<file path="src/rtl/typed_stream_fifo.sv">
// First-word-fall-through FIFO of any packed type T with valid/ready on both sides; one-cycle push-to-output latency.
// Defining TYPED_STREAM_FIFO_PEAK_EN adds a registered high-water mark output 'peak'.
module typed_stream_fifo #(
  parameter type T = logic [7:0],
  parameter int DEPTH = 4,
  localparam int CW = $clog2(DEPTH) + 1
) (
  input  logic          clk,
  input  logic          rst_n,
  input  logic          flush,
  input  logic          in_valid,
  output logic          in_ready,
  input  T              in_data,
  output logic          out_valid,
  input  logic          out_ready,
  output T              out_data,
  output logic [CW-1:0] count
`ifdef TYPED_STREAM_FIFO_PEAK_EN
  ,
  output logic [CW-1:0] peak
`endif
);

  localparam int W  = $bits(T);
  localparam int AW = CW - 1;

  if (DEPTH < 2 || (DEPTH & (DEPTH - 1)) != 0) begin : g_bad_depth
    $error("typed_stream_fifo: DEPTH must be a power of two and >= 2");
  end

  logic [W-1:0]  mem_q [DEPTH];
  logic [CW-1:0] wr_ptr_q, wr_ptr_d;
  logic [CW-1:0] rd_ptr_q, rd_ptr_d;
  logic          empty, full, push, pop;

  // The extra pointer MSB distinguishes full from empty when the index bits match.
  assign empty     = (wr_ptr_q == rd_ptr_q);
  assign full      = (wr_ptr_q[CW-1] != rd_ptr_q[CW-1]) &&
                     (wr_ptr_q[AW-1:0] == rd_ptr_q[AW-1:0]);
  assign in_ready  = !full;
  assign out_valid = !empty;
  assign push      = in_valid && in_ready;
  assign pop       = out_valid && out_ready;
  assign count     = wr_ptr_q - rd_ptr_q;
  assign out_data  = empty ? T'('0) : T'(mem_q[rd_ptr_q[AW-1:0]]);

  always_comb begin
    wr_ptr_d = wr_ptr_q;
    rd_ptr_d = rd_ptr_q;
    if (flush) begin
      rd_ptr_d = wr_ptr_q;
    end else begin
      if (push) wr_ptr_d = wr_ptr_q + CW'(1);
      if (pop)  rd_ptr_d = rd_ptr_q + CW'(1);
    end
  end

  always_ff @(posedge clk or negedge rst_n) begin
    if (!rst_n) begin
      wr_ptr_q <= '0;
      rd_ptr_q <= '0;
    end else begin
      wr_ptr_q <= wr_ptr_d;
      rd_ptr_q <= rd_ptr_d;
    end
  end

  always_ff @(posedge clk) begin
    if (push && !flush) mem_q[wr_ptr_q[AW-1:0]] <= in_data;
  end

`ifdef TYPED_STREAM_FIFO_PEAK_EN
  logic [CW-1:0] peak_q;
  logic [CW-1:0] count_d;

  assign count_d = wr_ptr_d - rd_ptr_d;
  assign peak    = peak_q;

  always_ff @(posedge clk or negedge rst_n) begin
    if (!rst_n) begin
      peak_q <= '0;
    end else if (flush) begin
      peak_q <= '0;
    end else if (count_d > peak_q) begin
      peak_q <= count_d;
    end
  end
`endif

endmodule

</file>
<file path="config.mk">
export PLATFORM = sky130hd
export DESIGN_NAME = typed_stream_fifo
export DESIGN_NICKNAME = d
export VERILOG_FILES = /design/src/rtl/typed_stream_fifo.sv
export SDC_FILE = /design/constraint.sdc
export NUM_CORES = 1
export LEC_CHECK = 0
export ABC_AREA = 1
export BUFFER_PORTS_ARGS = -buffer_cell sky130_fd_sc_hd__buf_2
export CAP_MARGIN = 20
export CORE_ASPECT_RATIO = 1.4
export CORE_UTILIZATION = 60
export DETAILED_ROUTE_END_ITERATION = 16
export GPL_TIMING_DRIVEN = 0
export PLACE_DENSITY = 0.83
export REMOVE_ABC_BUFFERS = 1
export SLEW_MARGIN = 20
export SYNTH_ARGS = -nofsm -noshare
export SYNTH_HDL_FRONTEND = slang
export SYNTH_SLANG_ARGS = --single-unit
</file>
<file path="constraint.sdc">
create_clock -name clk -period 5 [get_ports clk]
set_input_delay 0.75 -clock clk [delete_from_list [all_inputs] [get_ports clk]]
set_output_delay 0.75 -clock clk [all_outputs]
set_load 0.01 [all_outputs]
</file>
Word level (Yosys, flattened, before mapping) --
Memory sizes are Yosys's and may differ from the RTL's. Cells that the tools add are included.
Storage, ports and cells: bits in writable memories 32, register bits 6, output and inout port bits 13, memories 1
Memories:
- mem_q | words 4, width 8, read ports 1, clocked after Yosys merged registers in 0, wr ports 1, line 31 | logic [W-1:0] mem_q [DEPTH];
Operators by class: add/subtract/negate cells 3, reduce and logical (&&, ||, !) cells 9, equal/unequal tests 3, mux-type cells 5, bitwise logic cells 1
Operators by type and width (count):
- two-way mux 8 bit | 1
- adder 3 x 1 -> 3 bit, second input constant | 2
- two-way mux 3 bit | 2
- logical AND 1 bit | 4
- equality test 3 bit | 1
- zero test 1 bit | 3
- subtractor 3 bit | 1
- equality test 2 bit | 1
- two-way mux 1 bit | 2
- AND reduction 2 bit | 1
- nonzero test 2 bit | 1
- != test 1 bit | 1
- NOT 1 bit | 1

Depth between registers and ports, before layout --
word-level depth 7, gate-level depth with buffers 10, mapped depth without buffers 9

Worst setup path after synthesis --
No wires, ideal clock.
path type register to output, from register rd_ptr_q[1], to output out_data[0] (netlist name), data arrival time 1473 ps, setup slack 2777 ps, cell stages (with the launch flop) 9, path buffers 1, data required time 4250 ps, path through dfrtp_1 buf_2 inv_2 ha_1 nand2_1 inv_1 nand3_2 inv_1 a21oi_1
RTL lines:
- start: declaration | line 33 | logic [CW-1:0] rd_ptr_q, rd_ptr_d;
- start signal: assignment | line 64 | rd_ptr_q <= rd_ptr_d;
- end: declaration | line 16 | output T out_data,

==> flow_metrics.tcl <==
set metrics [dict create \
    rsz0062_at_grt "no" \
    fin_tns_setup_ns 0 \
    rows 23 \
    startpoint_type "flop" \
    start_util_pct 62.3 \
    synth_area_um2 1780 \
    fin_crit_ns 3.07 \
    area_delta_synth_final_pct 12.7 \
    drt_first_iter_violations 79 \
    fill_cells 216 \
    core_area_um2 2850 \
    layout-drive-gt1-share_pct 20.6 \
    p_leak_uw 0.000847 \
    yosysWarnings 0 \
    antenna_found_initial 0 \
    gp_congestion 0.788 \
    skew_ns 0.00358 \
    grt_max_degree 22 \
    grt_overflow_total 0 \
    sequentialPowerShare_pct 38.4 \
    dp_hpwl_mm 2.34 \
    slew_violations 0 \
    syn_inst 166 \
    viasPerCell 5.57 \
    routedWlPerCell_um 14.6 \
    cp.required_ns 4.25 \
    ys_types 22 \
    fp.dieH_um 66.4 \
    seq_area_frac_synth_pct 62.6 \
    track_usage_pct 24.5 \
    dr.pass1.iters 5 \
    die-area_um2 3180 \
    synth_area_per_cell_um2 10.7 \
    hold_buffers 0 \
    clock_path_buffers 2 \
    htreeDepth 2 \
    finalHoldViolCount 0 \
    worstMarginPinSlew_ns 0.784 \
    regToRegStartpoint "rd_ptr_q[0]" \
    worst_hold_slack_ns 0.279 \
    fin_nets 214 \
    grt_pass1_wl_mm 5.17 \
    setup_viol 0 \
    clockRootBuffer "clkbuf_8" \
    yosys_register_bits 38 \
    status "completed" \
    antenna_left 0 \
    portBuffers 25 \
    vdd_drop_max_uv 533 \
    synth_ff_type "edfxtp_1" \
    power.switching_uw 505 \
    post_cts_buffers 0 \
    p_int_uw 709 \
    r2r_slack_ns 2.40 \
    diodes 0 \
    numCtsBuffers 5 \
    timing.slew.headroom_pct 47.7 \
    maxCapViolCount 0 \
    drc 0 \
    reg2reg_to "mem_q[2][6]" \
    p_clk_share_pct 17.3 \
    clk_latency_ns 0.29 \
    period_share_pct 61.4 \
    synth_enable_flop_cells 32 \
    hold_path.class "in -> async" \
    die_w_um 48.0 \
    routed_wl_mm 3.38 \
    grt_pass1_vias 1242 \
    end_kind "output port" \
    reg2reg_depth 6 \
    worstSetupPathType "reg -> out" \
    async_flop_share_pct 15.8 \
    cts_resized 0 \
    io_pins 26 \
    clk_pin_slew_ns 0.07 \
    crit_arrival_ns 2.32 \
    swShare_pct 41.6 \
    p_comb_share_pct 44.3 \
    p_per_area_nw_per_um2 607 \
    cts_tree "yes" \
    crit_path_max_fanout 12 \
    routed-via-count 1287 \
    clock-sinks 38 \
    fmax_mhz 326 \
]
## power by group through the flow
stage	Sequential, uW	Combinational [uW]	Clock (uW)
after CTS	465	544	211
after global routing	474	610	222
after detailed placement	472	539	0
after floorplan	449	356	0
final	466	538	210
after global placement	469	511	0
## state kept, by name (all words and copies together) (netlist names)
register and flops:
mem_q 32, rd_ptr_q 3, wr_ptr_q 3
## logic make-up after synthesis
group / Yosys count / share of synthesized area [%]
and+or+nand+nor: 72 / 17.8
buffers and inverters: 20 / 5.43
DFF: 38 / 62.6
xor gates and xnor gates: 1 / 0.493
AOI/OAI and AO/OA: 27 / 7.61
adders and majority gates: 8 / 6.06
## cell type report
class                   count  area [um2]  share of cell area [%]
repair buffers             25         125                    6.25
clock inverters             1        5.00                   0.250
clock buffers               7        86.3                    4.32
well taps                  37        46.3                    2.31
inverters                  15        58.8                    2.94
flip-flops and latches     38        1110                    55.5
multi-input cells         108         568                    28.4
## per-layer routing
metal | wire length, um | global-route usage (%) | part of all wire [%]
met5 | 0 | 0 | 0
met4 | 82 | 13.2 | 2.4
met3 | 179 | 6.01 | 5.3
met2 | 1930 | 43.2 | 57
met1 | 1180 | 24.6 | 35
## stage by stage
stage	cell area, um2	setup WS [ns]	instances	power (uW)	utilization (%)
6_report	2000	1.93	231	1210	70.2
5_1_grt	2000	1.76	231	1310	70.2
4_1_cts	2000	1.91	231	1220	70.2
3_5_place_dp	1910	2.23	223	1010	67.0
3_3_place_gp	1910	2.26	223	979	67.0
2_1_floorplan	1740	2.69	161	805	-
## placed cells by master, fill, tap and decap left out, types with 5 or more instances in the layout
| cell type | n |
|---|---|
| ha_1 | 7 |
| dfrtp_1 | 6 |
| inv_1 | 13 |
| nor2_1 | 38 |
| a21oi_1 | 8 |
| clkbuf_8 | 6 |
| o21ai_0 | 14 |
| nand2_1 | 22 |
| o21ai_1 | 5 |
| edfxtp_1 | 32 |
| buf_2 | 25 |
## Yosys cell counts, types with 2 or more instances
cell type	instances	share of area, %
buf_2	2	0.56
buf_6	2	1.3
nand2_2	3	1.1
o21ai_1	5	1.4
nand2_1	22	4.7
nand3_1	3	0.85
dfrtp_1	6	8.5
edfxtp_1	32	54
ha_1	7	4.9
nand4_1	3	1.1
o21ai_0	14	3.9
a21oi_1	8	2.3
nor2_1	38	8.0
inv_1	13	2.7
## worst max-delay path: stages, from the launching register on
cell,delay (ns)
dfrtp_1,0.67
inv_2,0.21
ha_1,0.33
nand2_1,0.05
inv_1,0.12
nand3_2,0.12
inv_1,0.27
a21oi_1,0.10
buf_2,0.15
## worst max path at each step
stage	startpoint	end	slack, ns	cells past startpoint
after floorplan	rd_ptr_q[0]	out_data[0]	2.69	6
after global placement	rd_ptr_q[1]	out_data[4]	2.26	8
after detailed placement	rd_ptr_q[1]	out_data[1]	2.23	8
after CTS	rd_ptr_q[1]	out_data[1]	1.91	8
after global routing	rd_ptr_q[1]	out_data[1]	1.76	8
final	rd_ptr_q[1]	out_data[1]	1.93	8
(Power assumes the default switching activity.)
